<file path="src/rtl/algol_pkg.sv">
// algol_pkg: shared arbiter state encoding and grant encoding.
package algol_pkg;
   typedef enum logic [2:0] {IDLE, GNT_I, GNT_D, ERR_I, ERR_D} state_e;
   typedef enum logic {GRANT_I = 1'b0, GRANT_D = 1'b1} grant_e;
endpackage

</file>
<file path="src/rtl/ram_arbiter.sv">
// ram_arbiter: round-robin arbiter giving an instruction and a data master access to one RAM port.
// Define RAM_ARBITER_DECODE_EN to reject addresses outside the RAM region with an error response.
module ram_arbiter
   import algol_pkg::*;
#(
   parameter int          RAM_AW   = 20,
   parameter logic [31:0] RAM_BASE = 32'h8000_0000
) (
   input  logic        clk,
   input  logic        rst,
   input  logic [31:0] iport_address,
   input  logic        iport_valid,
   output logic [31:0] iport_rdata,
   output logic        iport_ready,
   output logic        iport_error,
   input  logic [31:0] dport_address,
   input  logic [31:0] dport_wdata,
   input  logic [3:0]  dport_wsel,
   input  logic        dport_valid,
   output logic [31:0] dport_rdata,
   output logic        dport_ready,
   output logic        dport_error,
   output logic [31:0] ram_address,
   output logic [31:0] ram_wdata,
   output logic [3:0]  ram_wsel,
   output logic        ram_valid,
   input  logic [31:0] ram_rdata,
   input  logic        ram_ready,
   input  logic        ram_error
);
`ifdef RAM_ARBITER_DECODE_EN
   localparam bit DECODE = 1'b1;
`else
   localparam bit DECODE = 1'b0;
`endif
   state_e state_q, state_d;
   grant_e last_q, last_d, pick;
   logic   err_ack_q, err_ack_d;
   logic   i_ok, d_ok, in_err;
   function automatic grant_e rr_pick(input logic iv, input logic dv, input grant_e last);
      return (iv && dv) ? ((last == GRANT_D) ? GRANT_I : GRANT_D) : (iv ? GRANT_I : GRANT_D);
   endfunction
   assign i_ok   = !DECODE || (iport_address[31:RAM_AW] == RAM_BASE[31:RAM_AW]);
   assign d_ok   = !DECODE || (dport_address[31:RAM_AW] == RAM_BASE[31:RAM_AW]);
   assign in_err = (state_q == ERR_I) || (state_q == ERR_D);
   assign pick   = rr_pick(iport_valid, dport_valid, last_q);
   always_ff @(posedge clk or negedge rst) begin
      if (!rst) begin
         state_q   <= IDLE;
         last_q    <= GRANT_D;
         err_ack_q <= 1'b0;
      end else begin
         state_q   <= state_d;
         last_q    <= last_d;
         err_ack_q <= err_ack_d;
      end
   end
   // An error response spends one cycle in ERR_x before acknowledging, matching RAM latency.
   always_comb begin
      state_d   = state_q;
      last_d    = last_q;
      err_ack_d = in_err && !err_ack_q;
      case (state_q)
         IDLE: if (iport_valid || dport_valid) begin
            last_d  = pick;
            state_d = (pick == GRANT_I) ? (i_ok ? GNT_I : ERR_I) : (d_ok ? GNT_D : ERR_D);
         end
         GNT_I, GNT_D: state_d = ram_ready ? IDLE : state_q;
         ERR_I, ERR_D: state_d = err_ack_q ? IDLE : state_q;
         default: state_d = IDLE;
      endcase
   end
   always_comb begin
      ram_valid   = (state_q == GNT_I) ? iport_valid : (state_q == GNT_D) ? dport_valid : 1'b0;
      ram_address = (state_q == GNT_D) ? dport_address : iport_address;
      ram_wdata   = dport_wdata;
      ram_wsel    = (state_q == GNT_D) ? dport_wsel : 4'b0;
      iport_rdata = (state_q == GNT_I) ? ram_rdata : 32'b0;
      iport_ready = ((state_q == GNT_I) && ram_ready) || ((state_q == ERR_I) && err_ack_q);
      iport_error = ((state_q == GNT_I) && ram_error) || ((state_q == ERR_I) && err_ack_q);
      dport_rdata = (state_q == GNT_D) ? ram_rdata : 32'b0;
      dport_ready = ((state_q == GNT_D) && ram_ready) || ((state_q == ERR_D) && err_ack_q);
      dport_error = ((state_q == GNT_D) && ram_error) || ((state_q == ERR_D) && err_ack_q);
   end
endmodule
</file>
<file path="config.mk">
export PLATFORM = sky130hd
export DESIGN_NAME = ram_arbiter
export DESIGN_NICKNAME = d
export VERILOG_FILES = /design/src/rtl/algol_pkg.sv /design/src/rtl/ram_arbiter.sv
export SDC_FILE = /design/constraint.sdc
export NUM_CORES = 1
export LEC_CHECK = 0
export ABC_CLOCK_PERIOD_IN_PS = 1400
export CAP_MARGIN = 20
export CORE_AREA = 3 3 105 107
export CTS_CLUSTER_SIZE = 12
export DETAILED_ROUTE_END_ITERATION = 8
export DIE_AREA = 0 0 108 110
export MAX_ROUTING_LAYER = met4
export SLEW_MARGIN = 5
export SYNTH_ARGS = -nofsm -noshare
export SYNTH_HDL_FRONTEND = slang
export SYNTH_SLANG_ARGS = --single-unit
export TNS_END_PERCENT = 50
</file>
<file path="constraint.sdc">
create_clock -name clk -period 1.4 [get_ports clk]
set_input_delay 0.28 -clock clk [delete_from_list [all_inputs] [get_ports clk]]
set_output_delay 0.28 -clock clk [all_outputs]
set_load 0.02 [all_outputs]
</file>
==> summary.md <==
| Metric | Value |
|---|---|
| Sink Count | `4` |
| Initial Utilization | `14.8%` |
| DR iter-0 viols | `56` |
| Worst R2R Path Depth | `6` |
| Setup CP Type | `flop to output port` |
| Clk_lat worst skew | `0.22 ns` |
| GPL Wtd Cong | `0.715` |
| CTS tree | `built` |
| Cells after Synth | `172` |
| Synth Register Bits | `4` |
| Worst endpoint data arrival time | `1.61 ns` |
| Vias post-DR | `1984` |
| YS warnings | `0` |
| Worst Path Required | `1.12 ns` |
| CTS Buf Count | `3` |
| Setup WS post-layout | `-0.495 ns` |
| Wire per inst | `16.3 µm` |
| H-Tree Level Count | `1` |
| Relative slew margins | `81.4%` |
| Initial antenna violation count | `0` |
| Power per standard cell area | `1430 nW/µm²` |
| Remaining Overflow, GRT | `0` |
| GR Util All Layers | `12.6%` |
| DRT Pass-1 Iters | `6` |
| Die area | `11900 µm²` |
| Rows | `37` |
| Mapped Nets | `314` |
| DRC errors left | `0` |
| Number of global-route vias before repair | `2010` |
| FF-to-FF End | `state_q[0]` |
| Avg Vias per Cell | `3.86` |
| Worst r2r src | `state_q[1]` |
| Largest net degree at the start of global routing | `20` |
| Die span in x | `108 µm` |
| VDD IR max | `0.000718 V` |
| Final Non-Filler Cells | `514` |
| Remaining antenna violation count | `0` |
| Ant diodes | `0` |
| Lkg Pwr | `1.91 nW` |
| Final Util | `39.5%` |
| Register area share after synthesis | `6.68%` |
| Number of buffers added on ports | `210` |
| Layout Skew | `0.00773 ns` |
| Root Buffer Master | `clkbuf_8` |
| DRT Wirelength | `8400 µm` |
| Clock slew at reported path FFs | `0.04 ns` |
| Post-Place Cell Area | `3640 µm²` |
| Startpoint types | `flop` |
| Crit path max fanout | `8` |
| Async SR Flop Fraction | `100%` |
| Status | `finished, violations left` |
| Layout cell share with drive strength beyond 1 | `60.6%` |
| Dpl cells | `489` |
| Minimum clock period | `1.89 ns` |
| Setup-failing EPs final | `107` |
| Hold Fails Final Rpt | `0` |
| Hold-fix buffers, CTS | `0` |
| Reg2reg setup slack | `-0.15 ns` |
| Dpl hpwl | `6590 µm` |
| Syn Std Cell Area | `1520 µm²` |
| Final worst-path cycle share | `135%` |
| NumNets Final | `521` |
| Hold crit path type | `input pin to async pin` |
| Fin area | `4050 µm²` |
| Synthesis-to-layout area growth | `167%` |
| Die H | `110 µm` |
| First-pass GRT wire length | `11400 µm` |
| Highest Clock Rate | `0.528 GHz` |
| RSZ-0062 raised after global routing | `yes` |
| Top_reg_cell synth | `dfrtp_1` |
| I/O pin total | `275` |
| Min Hold Slack | `0.267 ns` |
| CP Capture Type | `output port` |
| Netlist cell types | `21` |
| Worst-margin pin slew | `0.276 ns` |
| CTS Buffer Depth | `2` |
| Max-slew violations | `0` |
| EDFF count, synth | `0` |
| Core Box Area | `10200 µm²` |
| Max Cap Viol | `0` |
| Syn_area_per_cell | `8.82 µm²` |
| Violated checks | `setup timing` |
==> critical path, cell delays in order, from the launching register on <==
cell and delay, ns:
dfrtp_1 0.38, inv_2 0.08, ha_4 0.24, buf_16 0.16
buf_6 0.09, mux2_4 0.30, buf_6 0.14
==> layer usage <==
metal	up-vias	track usage [%]	routed length, µm
met5	-	-	0
met4	0	1.44	27
met3	5	4.78	1090
met2	125	21.9	4120
met1	914	14.3	3160
li1	940	-	-
==> cells by family after synthesis <==
kind of cell / share of synthesized area, %
and+or+nand+nor: 33.0
muxes: 31.4
buffers and inverters: 21.5
adders and majority gates: 3.30
DFF: 6.68
AOI/OAI and AO/OA: 4.04
==> layout make-up <==
class,instances,area [µm²]
clock buffer,4,45.0
fill,1031,6190
inverter,2,7.51
multi-input combinational,123,1230
sequential,4,101
tap,136,170
timing repair buffer,245,2490
==> cells in the mapped netlist (all sizes together) (2+ instances only) <==
master	instances	area share, %
nand2	3	0.74
clkbuf	6	1.5
nor2b	4	2.3
o21ai	2	0.66
dfrtp	3	5.0
ha	4	3.3
mux2	32	31
a22o	3	1.7
and2	70	29
buf	37	20
inv	2	0.50
==> cell usage in the layout, fill, tap and decap left out, types with 2 or more instances in the layout <==
cell / instances
buf_4: 23
buf_12: 5
and2_4: 36
buf_6: 81
ha_2: 2
nand2_1: 2
clkbuf_8: 3
buf_2: 25
a22o_1: 3
clkdlybuf4s50_1: 105
and2_1: 26
buf_16: 3
and2_2: 8
nor2b_1: 2
nor2b_4: 2
mux2_4: 32
dfrtp_1: 3
==> repair_timing <==
action                     4_1_cts  5_1_grt
pin swaps                       14        5
setup buffers                    9        8
gates resized for setup        554       73
cloned                           4        1
setup endpoints to repair      107      107
==> where the power goes <==
group / internal [mW] / switching (mW) / leakage [nW] / total (mW)
registers: 0.171 / 0.0367 / 0.0500 / 0.208
clock network: 0.195 / 0.0706 / 0.0228 / 0.266
logic: 3.05 / 2.27 / 1.84 / 5.32
==> registers in the layout, indices dropped and copies added, names as in the netlist <==
signal,cells
err_ack_q,1
last_q,1
state_q,2
==> per-stage QoR <==
| step | total power, mW | setup WS, ns | setup TNS [ns] |
|---|---|---|---|
| floorplan | 2.66 | -0.123 | -7.79 |
| global placement | 4.49 | -0.636 | -56.98 |
| detailed placement | 4.52 | -0.653 | -58.21 |
| CTS | 5.36 | -0.584 | -40.23 |
| global route | 6.13 | -0.556 | -46.42 |
| finish | 5.79 | -0.495 | -39.79 |
==> worst max-delay path by stage <==
stage                          start              end  slack [ns]  cells past startpoint
after floorplan           state_q[0]   ram_address[0]       -0.12                      5
after global placement    state_q[0]  ram_address[30]       -0.64                      5
after detailed placement  state_q[0]   ram_address[9]       -0.65                      5
after CTS                 state_q[0]   ram_address[3]       -0.58                      5
after global routing      state_q[0]  ram_address[21]       -0.56                      6
final                     state_q[0]  ram_address[28]       -0.49                      6
Power figures use the tool's default switching activity.
